--- config.mk ---
export PLATFORM = sky130hd
export DESIGN_NAME = pos_link_rx
export DESIGN_NICKNAME = d
export VERILOG_FILES = /design/src/rtl/pos_link_pkg.sv /design/src/rtl/sync_2ff.sv /design/src/rtl/pos_link_rx.sv
export SDC_FILE = /design/constraint.sdc
export NUM_CORES = 1
export LEC_CHECK = 0
export ABC_AREA = 1
export ABC_CLOCK_PERIOD_IN_PS = 2300
export BUFFER_PORTS_ARGS = -buffer_cell sky130_fd_sc_hd__buf_2
export CORE_MARGIN = 2
export CORE_UTILIZATION = 30
export DETAILED_ROUTE_END_ITERATION = 12
export HOLD_SLACK_MARGIN = 0.02
export REMOVE_ABC_BUFFERS = 1
export SYNTH_ARGS = -nofsm -noshare
export SYNTH_HDL_FRONTEND = slang
export SYNTH_SLANG_ARGS = --single-unit
--- constraint.sdc ---
create_clock -name clk -period 2.3 [get_ports clk]
set_clock_uncertainty 0.05 [all_clocks]
set_input_delay 0.345 -clock clk [delete_from_list [all_inputs] [get_ports clk]]
set_output_delay 0.345 -clock clk [all_outputs]
set_load 0.02 [all_outputs]
--- src/rtl/pos_link_pkg.sv ---
// Shared definitions for the board-to-board position link (rx and tx sides).
// The link word is {odd parity bit, 9-bit position}.
package pos_link_pkg;

  localparam int POS_W  = 9;
  localparam int LINK_W = 10;

  typedef logic [POS_W-1:0] pos_t;

  typedef enum logic [1:0] {
    SETTLE = 2'd0,
    CHECK  = 2'd1,
    HOLD   = 2'd2
  } rx_state_t;

  // Parity bit that makes the full link word contain an odd number of ones.
  function automatic logic odd_parity(input pos_t pos);
    return ~(^pos);
  endfunction

endpackage

--- src/rtl/sync_2ff.sv ---
// Two-flop synchroniser bank for asynchronous input pins.
module sync_2ff #(
  parameter int W = 10
) (
  input  logic         clk,
  input  logic         rst_n,
  input  logic [W-1:0] d,
  output logic [W-1:0] q
);

  logic [W-1:0] s1_d, s1_q;
  logic [W-1:0] s2_d, s2_q;

  always_comb begin
    s1_d = d;
    s2_d = s1_q;
  end

  always_ff @(posedge clk or negedge rst_n) begin
    if (!rst_n) begin
      s1_q <= '0;
      s2_q <= '0;
    end else begin
      s1_q <= s1_d;
      s2_q <= s2_d;
    end
  end

  assign q = s2_q;

endmodule

--- src/rtl/pos_link_rx.sv ---
// Receives the peer's parallel position word, filters out skewed/transitional
// samples, checks odd parity and tracks link presence with a timeout.
module pos_link_rx
  import pos_link_pkg::*;
#(
  parameter int STABLE_CYCLES  = 8,
  parameter int TIMEOUT_CYCLES = 6_500_000,
  parameter int ERR_W          = 8
) (
  input  logic              clk,
  input  logic              rst_n,
  input  logic [LINK_W-1:0] pos_raw,
  output pos_t              pos_out,
  output logic              pos_valid,
  output logic              link_ok,
  output logic              parity_err,
  output logic [ERR_W-1:0]  err_count
);

  localparam int STAB_W = $clog2(STABLE_CYCLES + 1);
  localparam int TO_W   = (TIMEOUT_CYCLES > 1) ? $clog2(TIMEOUT_CYCLES) : 1;

  localparam logic [STAB_W-1:0] STAB_LAST = STAB_W'(STABLE_CYCLES - 1);
  localparam logic [STAB_W-1:0] STAB_MAX  = STAB_W'(STABLE_CYCLES);
  localparam logic [TO_W-1:0]   TO_LAST   = TO_W'(TIMEOUT_CYCLES - 1);

  function automatic logic [ERR_W-1:0] sat_inc(input logic [ERR_W-1:0] v);
    return (&v) ? v : v + ERR_W'(1);
  endfunction

  logic [LINK_W-1:0] s2;

  sync_2ff #(.W(LINK_W)) u_sync (
    .clk   (clk),
    .rst_n (rst_n),
    .d     (pos_raw),
    .q     (s2)
  );

  logic [LINK_W-1:0] prev_d, prev_q;
  logic [STAB_W-1:0] stab_cnt_d, stab_cnt_q;
  logic [TO_W-1:0]   to_cnt_d, to_cnt_q;
  rx_state_t         state_d, state_q;
  pos_t              pos_d, pos_q;
  logic              pos_valid_d, pos_valid_q;
  logic              link_ok_d, link_ok_q;
  logic              parity_err_d, parity_err_q;
  logic [ERR_W-1:0]  err_count_d, err_count_q;

  logic changed, stable, parity_ok, accept, reject, to_expire;

  always_comb begin
    changed   = (s2 != prev_q);
    stable    = (stab_cnt_q == STAB_LAST) && !changed;
    // In CHECK, prev_q still holds the word that produced the stable event,
    // even if the pins moved again this cycle.
    parity_ok = (prev_q[LINK_W-1] == odd_parity(prev_q[POS_W-1:0]));
    accept    = (state_q == CHECK) && parity_ok;
    reject    = (state_q == CHECK) && !parity_ok;
    to_expire = (to_cnt_q == TO_LAST);

    prev_d       = s2;
    stab_cnt_d   = stab_cnt_q;
    to_cnt_d     = to_cnt_q;
    state_d      = state_q;
    pos_d        = pos_q;
    pos_valid_d  = 1'b0;
    link_ok_d    = link_ok_q;
    parity_err_d = 1'b0;
    err_count_d  = err_count_q;

    if (changed) begin
      stab_cnt_d = '0;
    end else if (stab_cnt_q != STAB_MAX) begin
      stab_cnt_d = stab_cnt_q + STAB_W'(1);
    end

    case (state_q)
      SETTLE:  if (stable) state_d = CHECK;
      CHECK:   state_d = (parity_ok && !changed) ? HOLD : SETTLE;
      HOLD:    if (changed) state_d = SETTLE;
      default: state_d = SETTLE;
    endcase

    // A repeated value is re-announced only when the link had been lost.
    if (accept) begin
      link_ok_d = 1'b1;
      if ((prev_q[POS_W-1:0] != pos_q) || !link_ok_q) begin
        pos_d       = prev_q[POS_W-1:0];
        pos_valid_d = 1'b1;
      end
    end else if (to_expire) begin
      link_ok_d = 1'b0;
    end

    if (accept || (state_q == HOLD)) begin
      to_cnt_d = '0;
    end else if (!to_expire) begin
      to_cnt_d = to_cnt_q + TO_W'(1);
    end

    if (reject) begin
      parity_err_d = 1'b1;
      err_count_d  = sat_inc(err_count_q);
    end
  end

  always_ff @(posedge clk or negedge rst_n) begin
    if (!rst_n) begin
      prev_q       <= '0;
      stab_cnt_q   <= '0;
      to_cnt_q     <= '0;
      state_q      <= SETTLE;
      pos_q        <= '0;
      pos_valid_q  <= 1'b0;
      link_ok_q    <= 1'b0;
      parity_err_q <= 1'b0;
      err_count_q  <= '0;
    end else begin
      prev_q       <= prev_d;
      stab_cnt_q   <= stab_cnt_d;
      to_cnt_q     <= to_cnt_d;
      state_q      <= state_d;
      pos_q        <= pos_d;
      pos_valid_q  <= pos_valid_d;
      link_ok_q    <= link_ok_d;
      parity_err_q <= parity_err_d;
      err_count_q  <= err_count_d;
    end
  end

  assign pos_out    = pos_q;
  assign pos_valid  = pos_valid_q;
  assign link_ok    = link_ok_q;
  assign parity_err = parity_err_q;
  assign err_count  = err_count_q;

endmodule
* Word-level counts from Yosys, hierarchy flattened
Index checks and enable logic that the tools add are counted.
** Storage, ports and cells
- Flip-flop bits (word level) :: 79
- Bits of input ports :: 12
- Output and inout port bits :: 20
- Logic and storage cells :: 57
** Cells by class
- $add $sub $neg :: 3
- Equality and inequality tests :: 11
- Multiplexer cells :: 13
- Bitwise gates (word level) :: 2
- Reductions and logical operators :: 17
** Operators with widths (number)
- $mux W23 :: 2
- $add A23 B1 Y23 const B :: 1
- $eq A23 B23 Y1 const B :: 1
- $ne A10 B10 Y1 :: 1
- $ne A9 B9 Y1 :: 1
- $reduce_xor A9 Y1 :: 1
- $add A8 B1 Y8 const B :: 1
- $mux W4 :: 2
- $reduce_and A8 Y1 :: 1
- $mux W2 :: 3
- $pmux W2 S3 :: 1
- $reduce_and A2 Y1 :: 3
- $mux W1 :: 5
- $add A4 B1 Y4 const B :: 1
- $eq A4 B3 Y1 const B :: 1
- $logic_and A1 B1 Y1 :: 4
- $ne A2 B2 Y1 const B :: 2
- $ne A4 B4 Y1 const B :: 1
- $reduce_bool A2 Y1 :: 2
- $logic_not A1 Y1 :: 3
- $eq A2 B1 Y1 const B :: 1
- $eq A2 B2 Y1 const B :: 1
- $logic_not A2 Y1 :: 1
- $logic_or A1 B1 Y1 :: 2
- 3 further kinds :: 4

* Longest topological paths before layout
- Word-level depth :: 6
- Mapped depth :: 14
- Gate-level depth less buffers :: 13

* Cells and area by module
Synthesis repeated with hierarchy kept, for this count alone.
** Second synthesis, totals
- Cells, all modules :: 463
- Area total of the unflattened synthesis :: 4038.9 um2
** By module, submodules not included
- pos_link_rx :: instances 1, cells each 443, area each 3538.4 um2, seq. area each 1476.4 um2
- sync_2ff :: instances 1, cells each 20, area each 500.5 um2, seq. area each 500.5 um2

* Worst setup path after synthesis
No wires, ideal clock.
- Path kind :: register to register
- Start point :: reg err_count_q[0], in the netlist err_count[0]
- End point :: reg err_count_q[6], in the netlist err_count[6]
- Setup time :: 0.066 ns
- Arrival time :: 1.591 ns
- Data required time :: 2.184 ns
- Slack :: 0.592 ns
- Stages on the path, launching flop included :: 8
- Buffers on the path :: 0
- Period minus slack after synthesis :: 1.708 ns
- Cells stage by stage :: dfrtp_1 -> ha_1 -> nand2_1 -> nor3b_1 -> nand3_2 -> nand3_4 -> nand2_1 -> nand2_1
** On the way
- Longest elaborated chain between the ends :: 3
- Elaborated cells on any way between the ends :: 4
- Those cells by class :: 1 x add/sub; 1 x bitwise; 2 x reduce/logical
** Ends and longest elaborated chain
- start, declared :: RTL line pos_link_rx.sv:48 : logic [ERR_W-1:0] err_count_d, err_count_q;
- start signal, assigned :: RTL line pos_link_rx.sv:128 : err_count_q <= err_count_d;
- branches (longest 3 deep; another with $add A8 B1 Y8)
Several ways; the timed one is not identified.
A chain may end at the register's enable or synchronous reset.

* Worst setup path in the final report
- Start point :: reg prev_q[0]
- End point :: reg to_cnt_q[0]
** On the way
- Longest elaborated chain between the ends :: 6
- Elaborated cells on any way between the ends :: 7
- Those cells by class :: 2 x eq/ne; 1 x mux; 1 x bitwise; 3 x reduce/logical
** Ends and longest elaborated chain
- start, declared :: RTL line pos_link_rx.sv:40 : logic [LINK_W-1:0] prev_d, prev_q;
- start signal, assigned :: RTL line pos_link_rx.sv:120 : prev_q <= prev_d;
- $reduce_xor A9 Y1 * :: RTL line pos_link_pkg.sv:18 : return ~(^pos);
- $not A1 Y1 * :: RTL line pos_link_pkg.sv:18
- $eq A1 B1 Y1 * :: RTL line pos_link_rx.sv:57 : parity_ok = (prev_q[LINK_W-1] == odd_parity(prev_q[POS_W-1:0]));
- $logic_and A1 B1 Y1 * :: RTL line pos_link_rx.sv:58 : accept = (state_q == CHECK) && parity_ok;
- $logic_or A1 B1 Y1 * :: RTL line pos_link_rx.sv:96 : if (accept || (state_q == HOLD)) begin
- $ne A2 B1 Y1 (no line) or $mux W23 (tied branches)
- end signal, assigned :: RTL line pos_link_rx.sv:122 : to_cnt_q <= to_cnt_d;
- end, declared :: RTL line pos_link_rx.sv:42 : logic [TO_W-1:0] to_cnt_d, to_cnt_q;
Every way passes the cells marked *; elsewhere a longest branch is shown, timed or not.

==> metrics.md <==
| Metric | Value |
|---|---|
| Mux cell area share after synthesis | `0%` |
| Post-synth EDFFs | `0` |
| Root buffer cell | `clkbuf_16` |
| Die ar. | `14,700 um2` |
| Synth top area cells | `dfrtp_1 48%, nand2_1 11%, xor2_1 6.4%, nor2_4 5.5%, nand4_1 4.3%` |
| Period minus WS final | `slightly below 2 ns` |
| Post-route ant nets | `0` |
| Critical path's slowest cell | `dfrtp_1` |
| Sequential-to-total area share from yosys stat | `about half` |
| WL met2 | `approximately 3.7 mm` |
| Hold/Removal Path Class | `input port to register` |
| Design area | `4790 um2` |
| Final WL | `8.33 mm` |
| Met1 WL | `4.02 mm` |
| Worst path arrival time | `2.10 ns` |
| DR top layer | `met4` |
| Startpoint Class | `register` |
| Wirelength per Cell | `12.2 um` |
| Total GRT Usage | `12.7%` |
| Pin count of the biggest net entering global routing | `47` |
| CP dominant cell by count | `nand2_2` |
| P&R area growth vs syn | `16.4%` |
| Fin crit share | `84.0%` |
| Fmax | `approximately 520 MHz` |
| Asr flop ratio synth | `100%` |
| Combinational family with the most area after synthesis | `simple AND/OR/NAND/NOR gates` |
| Unrepaired setup endpoints after global routing | `no` |
| Most frequent cell after synthesis | `nand2_1` |
| Compound-cell area share of the yosys netlist | `1.37%` |
| Min Hold Slack | `around 0.056 ns` |
| Setup crit end kind | `register` |
| IO Count | `32` |
| CTS tree | `built` |
| Initial antenna violation count | `0` |
| Crit path required time | `2.47 ns` |
| GRT overflow | `0` |
| Placed cell area | `4480 um2` |
| Pre-Repair DR Iteration Count | `4` |
| Area leader, netlist | `dfrtp_1` |
| Placer Congestion | `0.891` |
| Share of layout cells above drive strength 1 | `20.0%` |
| Most frequent cells after synthesis | `125 x nand2_1, 79 x dfrtp_1, 43 x inv_1, 37 x nor2_1, 30 x xor2_1` |
| Core area | `13,300 um2` |
| Synthesized area | `around 4000 um2` |
| Global-route wire length before repair | `approximately 14 mm` |
| H-tree level count | `3` |
| Seq cells post-synth | `79` |
| Buf+Inv Stages, Crit Path | `2` |
| Main synth FF type | `dfrtp_1` |
| Clock buffer depth | `2` |
| Synth cell types | `33` |
| Clk Latency, worst-skew pair | `~0.34 ns` |
| Port Buffers | `31` |
| Antenna cells | `0` |
| Max incr delay on CP | `0.44 ns` |
| Final setup fails | `0` |
| Wire length on met3 | `407 um` |
| Vias in the first global route | `3,068` |
| Die Y | `121 um` |
| DP Wirelength | `between 6 and 7 mm` |
| Final-report max-slew violation count | `0` |
| Cell family with most CP delay | `simple AND/OR/NAND/NOR gates` |
| Via density | `4.54` |
| DR vias | `3,111` |
| Starting density of the core | `30.8%` |
| Crit-path cells | `inv_1 -> nand2_2 -> nand2_1 -> nand2_2 -> nand2_2 -> nand2_2 -> nand2_2 -> nand2_1 -> nand2_2 -> nand2_4 -> nand2_4 -> buf_12 -> nor2_1` |
| DRT iter0 DRCs | `187` |
| # DRC | `0` |
| Mapped Avg Cell Area | `8.87 um2` |
| Simple-gate share of the synthesized area | `~35%` |
| Max VDD drop | `0.000332 V` |
| Slew margin rel. | `68.0%` |
| Actual slew at the worst max-slew pin | `0.475 ns` |
| Status | `complete, no violations` |
| Final-report hold violation count | `0` |
| Leak Pwr | `about 2.3 nW` |
| Rows | `42` |
| Crit Path Category | `register to register` |
| PwrDens | `632 nW/um2` |
| Num Clock Sinks | `between 70 and 80` |
| Total CTS buffers | `9` |
| CP max FO | `23` |
| Reg2Reg Setup Slack | `0.37 ns` |
| Clk slew on worst S/H paths | `0.06 ns` |
| Chip width | `121 um` |
| Top cell type's share of synthesized area | `48.0%` |
| Adder-cell area share of the yosys netlist | `under 10%` |
| Max_cap viols | `0` |
| Xor/xnor share of the synthesized area | `7.63%` |
| Total negative slack | `0 ns` |
| Cells after Synth | `464` |
| Final Net Count | `520` |
| YS warnings | `0` |
| Total setup buffers inserted after CTS | `0` |
metal layers:
metal / vias to the layer above / track usage, %
met1: 1457 / 16.7
met3: 15 / 3.90
li1: 1559 / -
met2: 80 / 18.8
met4: 0 / 6.32
met5: - / 0
metrics by stage:
stage                     std cells  total power, W  utilization (%)  worst slack (ns)
after floorplan                 457         0.00156                -             0.185
after global placement          668         0.00163             33.6             0.432
after detailed placement        668         0.00164             33.6             0.389
after CTS                       685         0.00309             35.9             0.379
after global routing            685         0.00318             35.9             0.183
final                           685         0.00303             35.9             0.368
final timing paths:
kind	startpoint	to	cells after the start
min in group asynchronous	rst_n	u_sync.q[4]$_DFF_PN0_	2
max in group asynchronous	rst_n	err_count[7]$_DFFE_PN0P_	3
min	pos_raw[7]	u_sync.s1_q[7]$_DFF_PN0_	1
max	prev_q[0]$_DFF_PN0_	to_cnt_q[0]$_DFFE_PN0P_	13
max reg2reg	prev_q[0]$_DFF_PN0_	to_cnt_q[0]$_DFFE_PN0P_	13
min reg2reg	u_sync.s1_q[4]$_DFF_PN0_	u_sync.q[4]$_DFF_PN0_	0
registers in the layout, indices dropped and copies added, names as in the netlist:
signal	cells
stab_cnt_q	4
pos_out	9
state_q	2
u_sync.q	10
pos_valid	1
parity_err	1
to_cnt_q	23
link_ok	1
prev_q	10
u_sync.s1_q	10
err_count	8
power by group:
group | switching [W] | total [W] | internal [W]
registers | 0.0000270 | 0.00144 | 0.00142
logic | 0.000114 | 0.000167 | 0.0000530
clock network | 0.000549 | 0.00142 | 0.000867
layout make-up:
cell class / instances / area [um2]
clock buffer: 11 / 243
clock inverter: 5 / 57.6
fill: 1374 / 8560
inverter: 52 / 195
multi-input combinational: 326 / 1880
sequential: 79 / 1980
tap: 176 / 220
timing repair buffer: 36 / 223
worst reg2reg max path, cell delays in order, from the launching register on:
cell     delay (ns)
dfrtp_1        0.44
inv_1          0.13
nand2_2        0.06
nand2_1        0.07
nand2_2        0.06
nand2_2        0.09
nand2_2        0.05
nand2_2        0.07
nand2_1        0.06
nand2_2        0.22
nand2_4        0.10
nand2_4        0.08
buf_12         0.24
nor2_1         0.10
repair_timing:
item	4_1_cts	5_1_grt
endpoints found under the hold margin	33	0
gates resized for setup	0	0
hold buffers	1	0
cells by family (layout without fill, tap and decap cells):
group | Yosys count | after routing
AOI/OAI and AO/OA | 11 | 11
xor gates and xnor gates | 35 | 35
adders and majority gates | 4 | 4
buffers and inverters | 59 | 104
DFF | 79 | 79
and+or+nand+nor | 276 | 276
cells in the final DEF, fill, tap and decap left out, types with 2 or more instances in the layout:
cell,count
a21oi_1,4
buf_12,2
buf_2,30
buf_4,3
clkbuf_16,9
clkinvlp_4,3
dfrtp_1,79
ha_1,4
inv_1,43
inv_2,9
nand2_1,125
nand2_2,9
nand2_4,3
nand3_1,27
nand3_2,4
nand4_1,28
nor2_1,37
nor2_4,20
nor3_1,8
nor3_2,2
nor3b_1,3
nor4_1,4
o21ai_0,5
xnor2_1,4
xor2_1,30
(Power assumes the default switching activity.)
